## config.mk

```make
export PLATFORM = sky130hd
export DESIGN_NAME = alu_issue
export DESIGN_NICKNAME = d
export VERILOG_FILES = /design/src/rtl/alu_issue.sv
export SDC_FILE = /design/constraint.sdc
export NUM_CORES = 1
export LEC_CHECK = 0
export BUFFER_PORTS_ARGS = -buffer_cell sky130_fd_sc_hd__buf_4
export CORE_MARGIN = 2
export CORE_UTILIZATION = 50
export CTS_CLUSTER_SIZE = 14
export DETAILED_ROUTE_END_ITERATION = 16
export GPL_ROUTABILITY_DRIVEN = 0
export MAX_ROUTING_LAYER = met4
export PLACE_DENSITY = 0.83
export SLEW_MARGIN = 20
export SYNTH_ARGS = -nofsm -noshare
export SYNTH_HDL_FRONTEND = slang
export SYNTH_SLANG_ARGS = --single-unit
export TNS_END_PERCENT = 20
```

## constraint.sdc

```tcl
create_clock -name clk -period 3 [get_ports clk]
set_input_delay 0.15 -clock clk [delete_from_list [all_inputs] [get_ports clk]]
set_output_delay 0.15 -clock clk [all_outputs]
set_load 0.1 [all_outputs]
```

## src/rtl/alu_issue.sv

```systemverilog
// -----------------------------------------------------------------------------
// alu_issue -- single-issue front end for an external 5-bit ALU.
//
// An 8 x DATA_W register file feeds a three-state issue FSM:
//   IDLE  : instr_ready high.
//           On handshake: latch rd, read the operands, map the opcode.
//   ISSUE : operands and ALUcontrol are held one cycle.
//           The external ALU samples them at the edge that leaves ISSUE.
//   EXEC  : the ALU presents its registered result.
//           The edge leaving EXEC writes reg[rd] and pulses wb_valid.
// The result is one instruction every three clocks.
//
// Ports
//   clk, rst_n                  clock, asynchronous active-low reset
//   instr_valid / instr_ready   instruction handshake
//   instr_op                    00 AND, 01 OR, 10 ADD, 11 SUB
//   instr_rs/rt/rd              source and destination register indices
//   wr_en/wr_addr/wr_data       preload write port, usable in any state
//   read_data_1/2, ALUcontrol   registered operands and opcode to the ALU
//   ALUresult                   registered result returned by the ALU
//   wb_valid/wb_rd/wb_data      one-cycle writeback pulse and its payload
//   dbg_addr/dbg_data           combinational register-file read
//
// Build option
//   ALU_ISSUE_R0_ZERO_EN : reg[0] always reads 0 and writes to it are
//                          dropped. wb_valid still pulses, with wb_rd = 0.
// -----------------------------------------------------------------------------
module alu_issue #(
  parameter int DATA_W = 5
) (
  input  logic              clk,
  input  logic              rst_n,
  input  logic              instr_valid,
  output logic              instr_ready,
  input  logic [1:0]        instr_op,
  input  logic [2:0]        instr_rs,
  input  logic [2:0]        instr_rt,
  input  logic [2:0]        instr_rd,
  input  logic              wr_en,
  input  logic [2:0]        wr_addr,
  input  logic [DATA_W-1:0] wr_data,
  output logic [DATA_W-1:0] read_data_1,
  output logic [DATA_W-1:0] read_data_2,
  output logic [3:0]        ALUcontrol,
  input  logic [DATA_W-1:0] ALUresult,
  output logic              wb_valid,
  output logic [2:0]        wb_rd,
  output logic [DATA_W-1:0] wb_data,
  input  logic [2:0]        dbg_addr,
  output logic [DATA_W-1:0] dbg_data
);

`ifdef ALU_ISSUE_R0_ZERO_EN
  localparam bit R0_ZERO = 1'b1;
`else
  localparam bit R0_ZERO = 1'b0;
`endif

  typedef enum logic [1:0] {
    IDLE  = 2'd0,
    ISSUE = 2'd1,
    EXEC  = 2'd2
  } state_t;

  state_t state_q, state_d;

  logic [DATA_W-1:0] regs [8];
  logic [2:0]        rd_p0;
  logic              accept;
  logic              wb_fire;
  logic              pre_we;
  logic              wb_we;
  logic [DATA_W-1:0] rs_val, rt_val;

  function automatic logic [3:0] alu_ctl_map(input logic [1:0] op);
    case (op)
      2'b00:   return 4'd0;
      2'b01:   return 4'd1;
      2'b10:   return 4'd2;
      default: return 4'd6;
    endcase
  endfunction

  // Next-state and handshake decode
  always_comb begin
    state_d     = state_q;
    instr_ready = 1'b0;
    accept      = 1'b0;
    wb_fire     = 1'b0;
    case (state_q)
      IDLE: begin
        instr_ready = 1'b1;
        if (instr_valid) begin
          accept  = 1'b1;
          state_d = ISSUE;
        end
      end
      ISSUE: state_d = EXEC;
      EXEC: begin
        wb_fire = 1'b1;
        state_d = IDLE;
      end
      default: state_d = IDLE;
    endcase
  end

  // Register-file read ports; r0 is forced to zero when the option is built in
  always_comb begin
    rs_val   = regs[instr_rs];
    rt_val   = regs[instr_rt];
    dbg_data = regs[dbg_addr];
    if (R0_ZERO && instr_rs == 3'd0) rs_val = '0;
    if (R0_ZERO && instr_rt == 3'd0) rt_val = '0;
    if (R0_ZERO && dbg_addr == 3'd0) dbg_data = '0;
  end

  // A preload loses to a writeback on the same edge to the same index.
  // Writes to r0 are dropped when it is hard-wired to zero.
  always_comb begin
    pre_we = wr_en && !(R0_ZERO && wr_addr == 3'd0) &&
             !(wb_fire && wr_addr == rd_p0);
    wb_we  = wb_fire && !(R0_ZERO && rd_p0 == 3'd0);
  end

  always_ff @(posedge clk or negedge rst_n) begin
    if (!rst_n) begin
      state_q     <= IDLE;
      rd_p0       <= '0;
      read_data_1 <= '0;
      read_data_2 <= '0;
      ALUcontrol  <= '0;
      wb_valid    <= 1'b0;
      wb_rd       <= '0;
      wb_data     <= '0;
      for (int i = 0; i < 8; i++) regs[i] <= '0;
    end else begin
      state_q  <= state_d;
      wb_valid <= 1'b0;

      // Handshake: operands are captured here and stay put until the next handshake
      if (accept) begin
        rd_p0       <= instr_rd;
        read_data_1 <= rs_val;
        read_data_2 <= rt_val;
        ALUcontrol  <= alu_ctl_map(instr_op);
      end

      if (pre_we) regs[wr_addr] <= wr_data;

      // End of EXEC: retire into the register file and announce it
      if (wb_fire) begin
        if (wb_we) regs[rd_p0] <= ALUresult;
        wb_valid <= 1'b1;
        wb_rd    <= rd_p0;
        wb_data  <= ALUresult;
      end
    end
  end

endmodule

```

; Yosys cells after proc, flatten, opt, wreduce, memory -nomap -nowiden
; Cells that the tools add are included.
[op_classes]
magnitude_cmp = 7
n_eq_ne = 6
n_mux = 25
n_bitwise = 5
n_reduce_logical = 7
[ops]
columns = operator, n
row1 = $bwmux W40, 2
row2 = $mux W40, 2
row3 = $bmux W5 S3, 3
row4 = $mux W5, 8
row5 = $demux W5 S3, 2
row6 = $ge A4 B4 Y1 const B, 5
row7 = $not A3 Y4, 5
row8 = $pmux W3 S3, 1
row9 = $lt A4 B1 Y1 const B, 2
row10 = $mux W1, 5
row11 = $eq A2 B1 Y1 const B, 2
row12 = $eq A2 B2 Y1 const B, 2
row13 = $logic_and A1 B1 Y1, 4
row14 = $logic_not A2 Y1, 2
row15 = $pmux W2 S2, 1
row16 = $eq A3 B3 Y1, 1
row17 = $mux W2, 1
row18 = $ne A2 B2 Y1 const B, 1
row19 = $logic_not A1 Y1, 1
[totals]
regBits = 68
inputBits = 31
output_inout_bits = 29
wordCells = 66

; Logic depth before layout (Yosys ltp)
; Gate-level depths: netlist (run 1).
[logic_depth]
ltp_word = 9
depth_mapped = 6
depth_no_buf = 4

; Least setup slack after synthesis (run 1)
; No wires, ideal clock.
[synth_path]
kind = reg-to-reg
start = reg state_q[0]
end = reg read_data_1[0]
setup_ps = 137
arrival_time_ps = 2544
required_ps = 2863
path_slack_ps = 319
stages_incl_launch_ff = 6
n_path_buf = 2
period_less_slack_ps = 2681
cell_sequence = dfrtp_1 -> nor2_1 -> and2_1 -> buf_2 -> buf_1 -> a21oi_1
[synth_between]
elab_chain_len = 2
[synth_lines]
columns = element, line_no
row1 = start: declaration, 65  ; state_t state_q, state_d;
row2 = start signal: assignment, 137  ; state_q <= state_d;
row3 = $logic_not A2 Y1, 90  ; case (state_q)
row4 = $mux W1, 90
row5 = end signal: assignment, 143  ; read_data_1 <= rs_val;
row6 = end: declaration, 42  ; output logic [DATA_W-1:0] read_data_1,
; No other way between the ends.
; A chain may end at the register's enable or synchronous reset.

; Worst setup path in the final report (run 1)
[layout_path]
start = reg rd_p0[1]
end = reg regs[1] (netlist bit)
[layout_between]
elab_chain_len = 7
word_cells_on_any_way = 13
classes_between = order compare (2) / eq/ne (1) / mux (5) / bitwise (1) / reduce/logical (4)
[layout_lines]
columns = element, line_no
row1 = start: declaration, 68  ; logic [2:0] rd_p0;
row2 = start signal: assignment, 142  ; rd_p0 <= instr_rd;
row3 = $not A3 Y4 (implied by the code) / $eq A3 B3 Y1 (equally long branches), "152, 121"
row4 = "$ge A4 B4 Y1 (implied by the code), or another cell as far along", 152  ; if (wb_we) regs[rd_p0] <= ALUresult;
row5 = $logic_and A1 B1 Y1 (implied by the code) / $logic_not A1 Y1 (equally long branches), "152, 121"
row6 = $mux W5 (implied by the code) / $logic_and A1 B1 Y1 (equally long branches), "152, 120"
row7 = $demux W5 S3 / $mux W40 (equally long branches), "152, 148"
row8 = $bwmux W40, 152
row9 = $mux W40 *, 151  ; if (wb_fire) begin
row10 = end signal: indexed assignment, 148  ; if (pre_we) regs[wr_addr] <= wr_data;
row11 = end signal: indexed assignment, 152
row12 = end: declaration, 67  ; logic [DATA_W-1:0] regs [8];
; Every way passes the cells marked *; elsewhere a longest branch is shown, timed or not.

==> metrics.yaml, run 1 <==
clocking:
  numCtsBuffers: 9
  cts.sinks: 67
  post_cts_resized: 0
  clk_pin_slew_ps: 70
  clk_latency_ps: 350
  cts_tree: "yes"
  post_cts_buffers: 0
  cts.hold.buffers_added: 1
  cts_root_buffer: "clkbuf_8"
  h-tree-depth: 3
  clock_path_buffers: 2
routing:
  routedWlPerCell_microns: 20.0
  vias: 3506
  avgViaCountPerCell: 6.48
  wl_microns: 10800
  drc_errors: 0
  antenna_left: 0
  drt_iter0_drc: 317
  dr.pass1.iters: 5
yosys:
  synth_warnings: 0
  avgSynthCellArea_sq_um: 10.3
  netlist.area_leader.share_pct: 40.7
  synth-compound-area-share_pct: 14.0
  synth_top_family_by_area: "multiplexers"
  synthDistinctLibCells: 34
  synth-simple-area-share_pct: 15.4
  synth_area_sq_um: 4120
  synthXorXnorAreaFrac_pct: 1.34
  yosysTopAreaCell: "dfrtp_1"
  synthAdderAreaFrac_pct: 0
  seq_area_frac_synth_pct: 40.7
  syn_inst: 401
  synth_edf_count: 0
  synth_mux_area_share_pct: 23.2
  ys_seq_elements: 67
  synth_flop_cell: "dfrtp_1"
  synthArstFlopShare_pct: 100
  synth_area_leaders: "dfrtp_1 (41%), mux4_2 (16%), a31oi_1 (6.1%), o21ai_1 (4.9%), nor2_1 (4.8%)"
  syn_nets: 432
sta:
  final.min_clock_period_ps: 1990
  finalSetupTns_ps: 0
  worst_slack_ps: 1010
  relSlewSlack_pct: 43.8
  period_share_pct: 66.2
  grt_setup_unrepaired: "no"
  drv_slew: 0
  max_freq_mhz: 504
  worst_pin_slew_ps: 844
  hold_viol: 0
  whs_ps: 19.9
  setup_violations: 0
  fin_worst_skew_ps: 6.59
power_and_ir_drop:
  pwr-share-seq_pct: 33.8
  p_total_mw: 5.02
  power_density_nw_per_um2: 1070
  leakagePower_nw: 1.89
  switchingPower_mw: 2.49
  vdd.ir_drop.worst_v: 0.000453
  intPower_mw: 2.53
  clkPwrFrac_pct: 15.0
  switching_share_pct: 49.6
  p_comb_share_pct: 51.2
critical_path:
  critPathLaunch: "rd_p0[1]$_DFFE_PN0P_"
  crit_type: "reg2reg"
  required_ps: 3200
  cp-end-kind: "flip-flop"
  r2r_start: "rd_p0[1]$_DFFE_PN0P_"
  arrival_ps: 2190
  critPathLaunchType: "flip-flop"
  worst-path-max-fanout: 20
die:
  dieArea_sq_um: 8990
  rows: 33
  start_util_pct: 50.9
  core-area_sq_um: 8090
  die_h_microns: 94.8
  io_pins: 60
  die_x_microns: 94.8
cells_and_area:
  area_growth_pct: 13.9
  drive_gt1_share_pct: 26.6
  diodes: 0
  finalNonFillerCells: 541
  design_area_sq_um: 4690
  post-route-util_pct: 58.0
  finalNetCount: 462
global_routing:
  grt_max_degree: 68
  grt_pass1_wl_microns: 17300
  grt-ovfl-total: 0
  grt_pass1_vias: 3446
  grt_use_total_pct: 26.2
  antenna_found_initial: 0
place:
  dpl-instance-area_sq_um: 4490
  port_buffers: 58
  place_inst: 524
  dp_hpwl_microns: 7700
  pre_cts_slack_ps: 1050
min_path:
  hp-class: "in2reg"
  holdCritStartpoint: "instr_rd[1]"
job:
  max_cap_violations: 0
run_status:
  outcome: "finished clean"
-- worst paths after layout --
path / to / slack (ps) / depth (start not counted)
worst min-delay path: rd_p0[1]$_DFFE_PN0P_ / 20 / 2
worst max-delay path: regs[1]$_DFF_PN0_ / 1010 / 4
worst min register to register: wb_data[1]$_DFFE_PN0P_ / 500 / 1
max in group asynchronous: regs[30]$_DFF_PN0_ / 2000 / 2
worst max register to register: regs[1]$_DFF_PN0_ / 1010 / 4
min in group asynchronous: ALUcontrol[2]$_DFFE_PN0P_ / 440 / 2
-- sequential cells by signal, indices dropped and copies added, names as in the netlist --
signal / cells
ALUcontrol: 3
read_data_1: 5
regs: 40
rd_p0: 3
wb_valid: 1
wb_rd: 3
read_data_2: 5
wb_data: 5
state_q: 2
-- layout by cell type, fill, tap and decap left out, drive strengths merged, types with 4 or more instances in the layout --
cell | Yosys | layout
clkbuf | 12 | 12
nor2b | 5 | 5
nand4 | 20 | 20
mux2i | 10 | 10
and2 | 7 | 7
or3 | 5 | 5
buf | 29 | 59
dfrtp | 67 | 67
a31oi | 40 | 40
inv | 4 | 4
nor2 | 53 | 53
o21ai | 42 | 42
mux2 | 16 | 16
a21oi | 10 | 10
nand3 | 4 | 4
nand2 | 31 | 31
mux4 | 30 | 30
-- cells by family after synthesis --
family / Yosys count
compound gates: 97
xor+xnor: 2
flops: 67
simple gates: 133
other cells: 1
buf+inv: 45
mux: 56
-- per-layer routing --
metal	share of wire [%]	GRT usage, %	up-vias	wire [microns]
li1	-	-	1545	-
met1	39	32.4	1726	4180
met2	49	41.4	207	5330
met3	8.7	4.63	28	938
met4	3.3	13.4	0	361
met5	0	-	-	0
-- area by class of cell --
class | count | area, sq um
multi-input combinational | 289 | 2220
fill | 671 | 3400
clock buffer | 12 | 145
tap | 105 | 131
timing repair buffer | 60 | 453
clock inverter | 4 | 50.0
inverter | 4 | 15.0
sequential | 67 | 1680
-- critical path: stages (launching register included) --
cell and delay, ps:
dfrtp_1 490, xnor2_4 280, nand3_1 610, nand4_1 330
a31oi_1 120
-- power by group through the flow --
| stage | registers (mW) | logic, mW | clock network [mW] |
|---|---|---|---|
| 3_5_place_dp | 1.68 | 2.58 | 0 |
| 5_1_grt | 1.74 | 2.71 | 0.798 |
| 6_report | 1.70 | 2.57 | 0.754 |
| 2_1_floorplan | 2.42 | 1.24 | 0 |
| 4_1_cts | 1.67 | 2.58 | 0.760 |
| 3_3_place_gp | 1.64 | 2.52 | 0 |
-- cells in the mapped netlist, types with 2 or more instances --
| library cell | number |
|---|---|
| a21oi_1 | 10 |
| a311oi_2 | 3 |
| a31oi_1 | 40 |
| and2_1 | 7 |
| buf_1 | 11 |
| buf_2 | 11 |
| buf_4 | 4 |
| buf_6 | 3 |
| clkbuf_1 | 11 |
| dfrtp_1 | 67 |
| inv_1 | 4 |
| mux2_1 | 11 |
| mux2_2 | 5 |
| mux2i_1 | 10 |
| mux4_2 | 30 |
| nand2_1 | 31 |
| nand2b_1 | 3 |
| nand3_1 | 4 |
| nand4_1 | 20 |
| nor2_1 | 53 |
| nor2b_1 | 5 |
| o21ai_0 | 2 |
| o21ai_1 | 40 |
| or3_1 | 5 |
| xnor2_4 | 2 |
Power figures use the tool's default switching activity.
==> inputs of run 2 (changes only) <==
--- a/config.mk
+++ b/config.mk
@@ -12,7 +12,7 @@
 export DETAILED_ROUTE_END_ITERATION = 16
 export GPL_ROUTABILITY_DRIVEN = 0
 export MAX_ROUTING_LAYER = met4
-export PLACE_DENSITY = 0.83
+export PLACE_DENSITY = 0.86
 export SLEW_MARGIN = 20
 export SYNTH_ARGS = -nofsm -noshare
 export SYNTH_HDL_FRONTEND = slang
==> constraint.sdc (replaced) <==
create_clock -name clk -period 1.8 [get_ports clk]
set_input_delay 0.09 -clock clk [delete_from_list [all_inputs] [get_ports clk]]
set_output_delay 0.09 -clock clk [all_outputs]
set_load 0.1 [all_outputs]
==> run 2 against run 1 <==
Net effect:
- the flow now finishes with violations (setup timing)
- clock power up 83%
- critical path type is now reg2out
- design area up 9.1%
- combinational power is 100% higher
==> metrics.yaml, run 2 (same netlist as run 1, synthesis figures left out) <==
critical_path:
  slowest_stage: "mux4_2"
  ff2ff_path_depth: 4  # unchanged
  crit_cells: 3  # -1
  regToRegEndpoint: "regs[5]$_DFF_PN0_"
  crit_path_end: "dbg_data[2]"
  cp.buffers_inverters: 1  # +1
  crit_type: "reg2out"
  critPathMaxStageDelay_ps: 490  # -120 ps
  r2r_start: "rd_p0[2]$_DFFE_PN0P_"
  critPathLaunchType: "flip-flop"
  arrival_ps: 1770  # -420 ps
  cp-end-kind: "output pin"
  reg2reg_setup_slack_ps: 40  # -970 ps
  critical_path.top_delay_family: "multiplexers"
  path_cells: "mux4_2 -> mux2_4 -> buf_12"
  required_ps: 1710  # -1490 ps
  worst-path-max-fanout: 4  # -80%
  critPathLaunch: "regs[37]$_DFF_PN0_"
sta:
  max_freq_mhz: 537
  final.min_clock_period_ps: 1860
  drv_slew: 0  # unchanged
  fin_worst_skew_ps: 11.7  # +5.06 ps
  worst_pin_slew_ps: 852  # +8.27 ps
  relSlewSlack_pct: 43.2  # -0.55 points
  period_share_pct: 103
  worst_slack_ps: -61.0  # -1080 ps
  finalSetupTns_ps: -225  # -225 ps
  whs_ps: 70.5  # +50.6 ps
  setup_violations: 5  # +5
  hold_viol: 0  # unchanged
  grt_setup_unrepaired: "yes"
die:
  rows: 33  # unchanged
  start_util_pct: 50.9  # unchanged
  dieArea_sq_um: 8990  # unchanged
  die_h_microns: 94.8  # unchanged
  die_x_microns: 94.8  # unchanged
  core-area_sq_um: 8090  # unchanged
  io_pins: 60  # unchanged
global_routing:
  grt_pass1_vias: 3819  # +11%
  grt-ovfl-total: 0  # unchanged
  antenna_found_initial: 0  # unchanged
  grt_use_total_pct: 31.0  # +4.8 points
  grt_pass1_wl_microns: 20000  # +16%
  grt_max_degree: 68  # unchanged
place:
  dpl-instance-area_sq_um: 4590  # +2.3%
  port_buffers: 58  # unchanged
  pre_cts_slack_ps: 106  # -939 ps
  dp_hpwl_microns: 8140  # +5.7%
  place_inst: 537  # +2.5%
routing:
  routedWlPerCell_microns: 22.9  # +15%
  dr.pass1.iters: 6  # +1
  wl_microns: 13300  # +23%
  vias: 3940  # +12%
  antenna_left: 0  # unchanged
  drt_iter0_drc: 633  # +100%
  drc_errors: 0  # unchanged
  avgViaCountPerCell: 6.79  # +4.8%
cells_and_area:
  final_cell_mix: "buf_4 (87), dfrtp_1 (67), nor2_1 (52)"
  design_area_sq_um: 5120  # +9.1%
  mostFrequentLayoutCell: "buf_4"
  finalNonFillerCells: 580  # +7.2%
  drive_gt1_share_pct: 32.0  # +5.4 points
  top_register: "regs"
  largest_register_ff_count: 40  # unchanged
  diodes: 0  # unchanged
  area_growth_pct: 24.2
  finalNetCount: 501  # +8.4%
  post-route-util_pct: 63.3  # +5.3 points
clocking:
  clock_path_buffers: 2  # unchanged
  clk_pin_slew_ps: 80  # about the same
  numCtsBuffers: 9  # unchanged
  clk_latency_ps: 360  # about the same
  cts_tree: "yes"
  cts_root_buffer: "clkbuf_8"
  h-tree-depth: 3  # unchanged
  cts.sinks: 67  # unchanged
power_and_ir_drop:
  vdd.ir_drop.worst_v: 0.000795  # +76%
  p_total_mw: 9.39  # +87%
  leakagePower_nw: 2.13  # +13%
  power_density_nw_per_um2: 1830  # +71%
run_status:
  violations: "setup timing"
  outcome: "finished with violations"
job:
  max_cap_violations: 0  # unchanged
min_path:
  holdCritStartpoint: "ALUresult[0]"
  hp-class: "in2reg"
==> run 2: how the worst min path moves through the flow <==
stage / end / cells past startpoint / slack, ps
floorplan: ALUcontrol[0]$_DFFE_PN0P_ / 0 / -210
global placement: ALUcontrol[0]$_DFFE_PN0P_ / 1 / 230
detailed placement: ALUcontrol[2]$_DFFE_PN0P_ / 1 / 240
CTS: wb_data[1]$_DFFE_PN0P_ / 2 / 60
global route: wb_data[1]$_DFFE_PN0P_ / 2 / 70
finish: wb_data[0]$_DFFE_PN0P_ / 2 / 70
==> run 2: repair_timing <==
item | CTS | global route
setup endpoints to repair | 5 | 29
buffers inserted | 16 | 4
hold buffers | 6 | 0
cloned | 0 | 1
gates resized for setup | 16 | 7
hold endpoints to repair | 72 | 0
pin swaps | 0 | 1
==> run 2: layout make-up <==
type | instances | area, sq um
inverters | 4 | 15.0
fillers | 569 | 2970
repair buffers | 98 | 813
clock buffers | 11 | 131
multi-input cells | 290 | 2270
well taps | 105 | 131
flip-flops and latches | 67 | 1680
clock inverters | 5 | 77.6
==> run 2: per-layer routing <==
layer  global-route usage, %  vias to the layer above  wire length [microns]
li1                        -                     1629                      -
met1                    35.9                     1851                   4480
met2                    46.8                      345                   6210
met3                    7.74                      115                   1510
met4                    22.3                        0                   1110
met5                       -                        -                      0
==> run 2: report_power, final <==
part / switching, mW / total, mW / internal (mW)
combinational: 3.32 / 5.22 / 1.90
clock: 0.602 / 1.38 / 0.776
sequential: 0.646 / 2.79 / 2.14
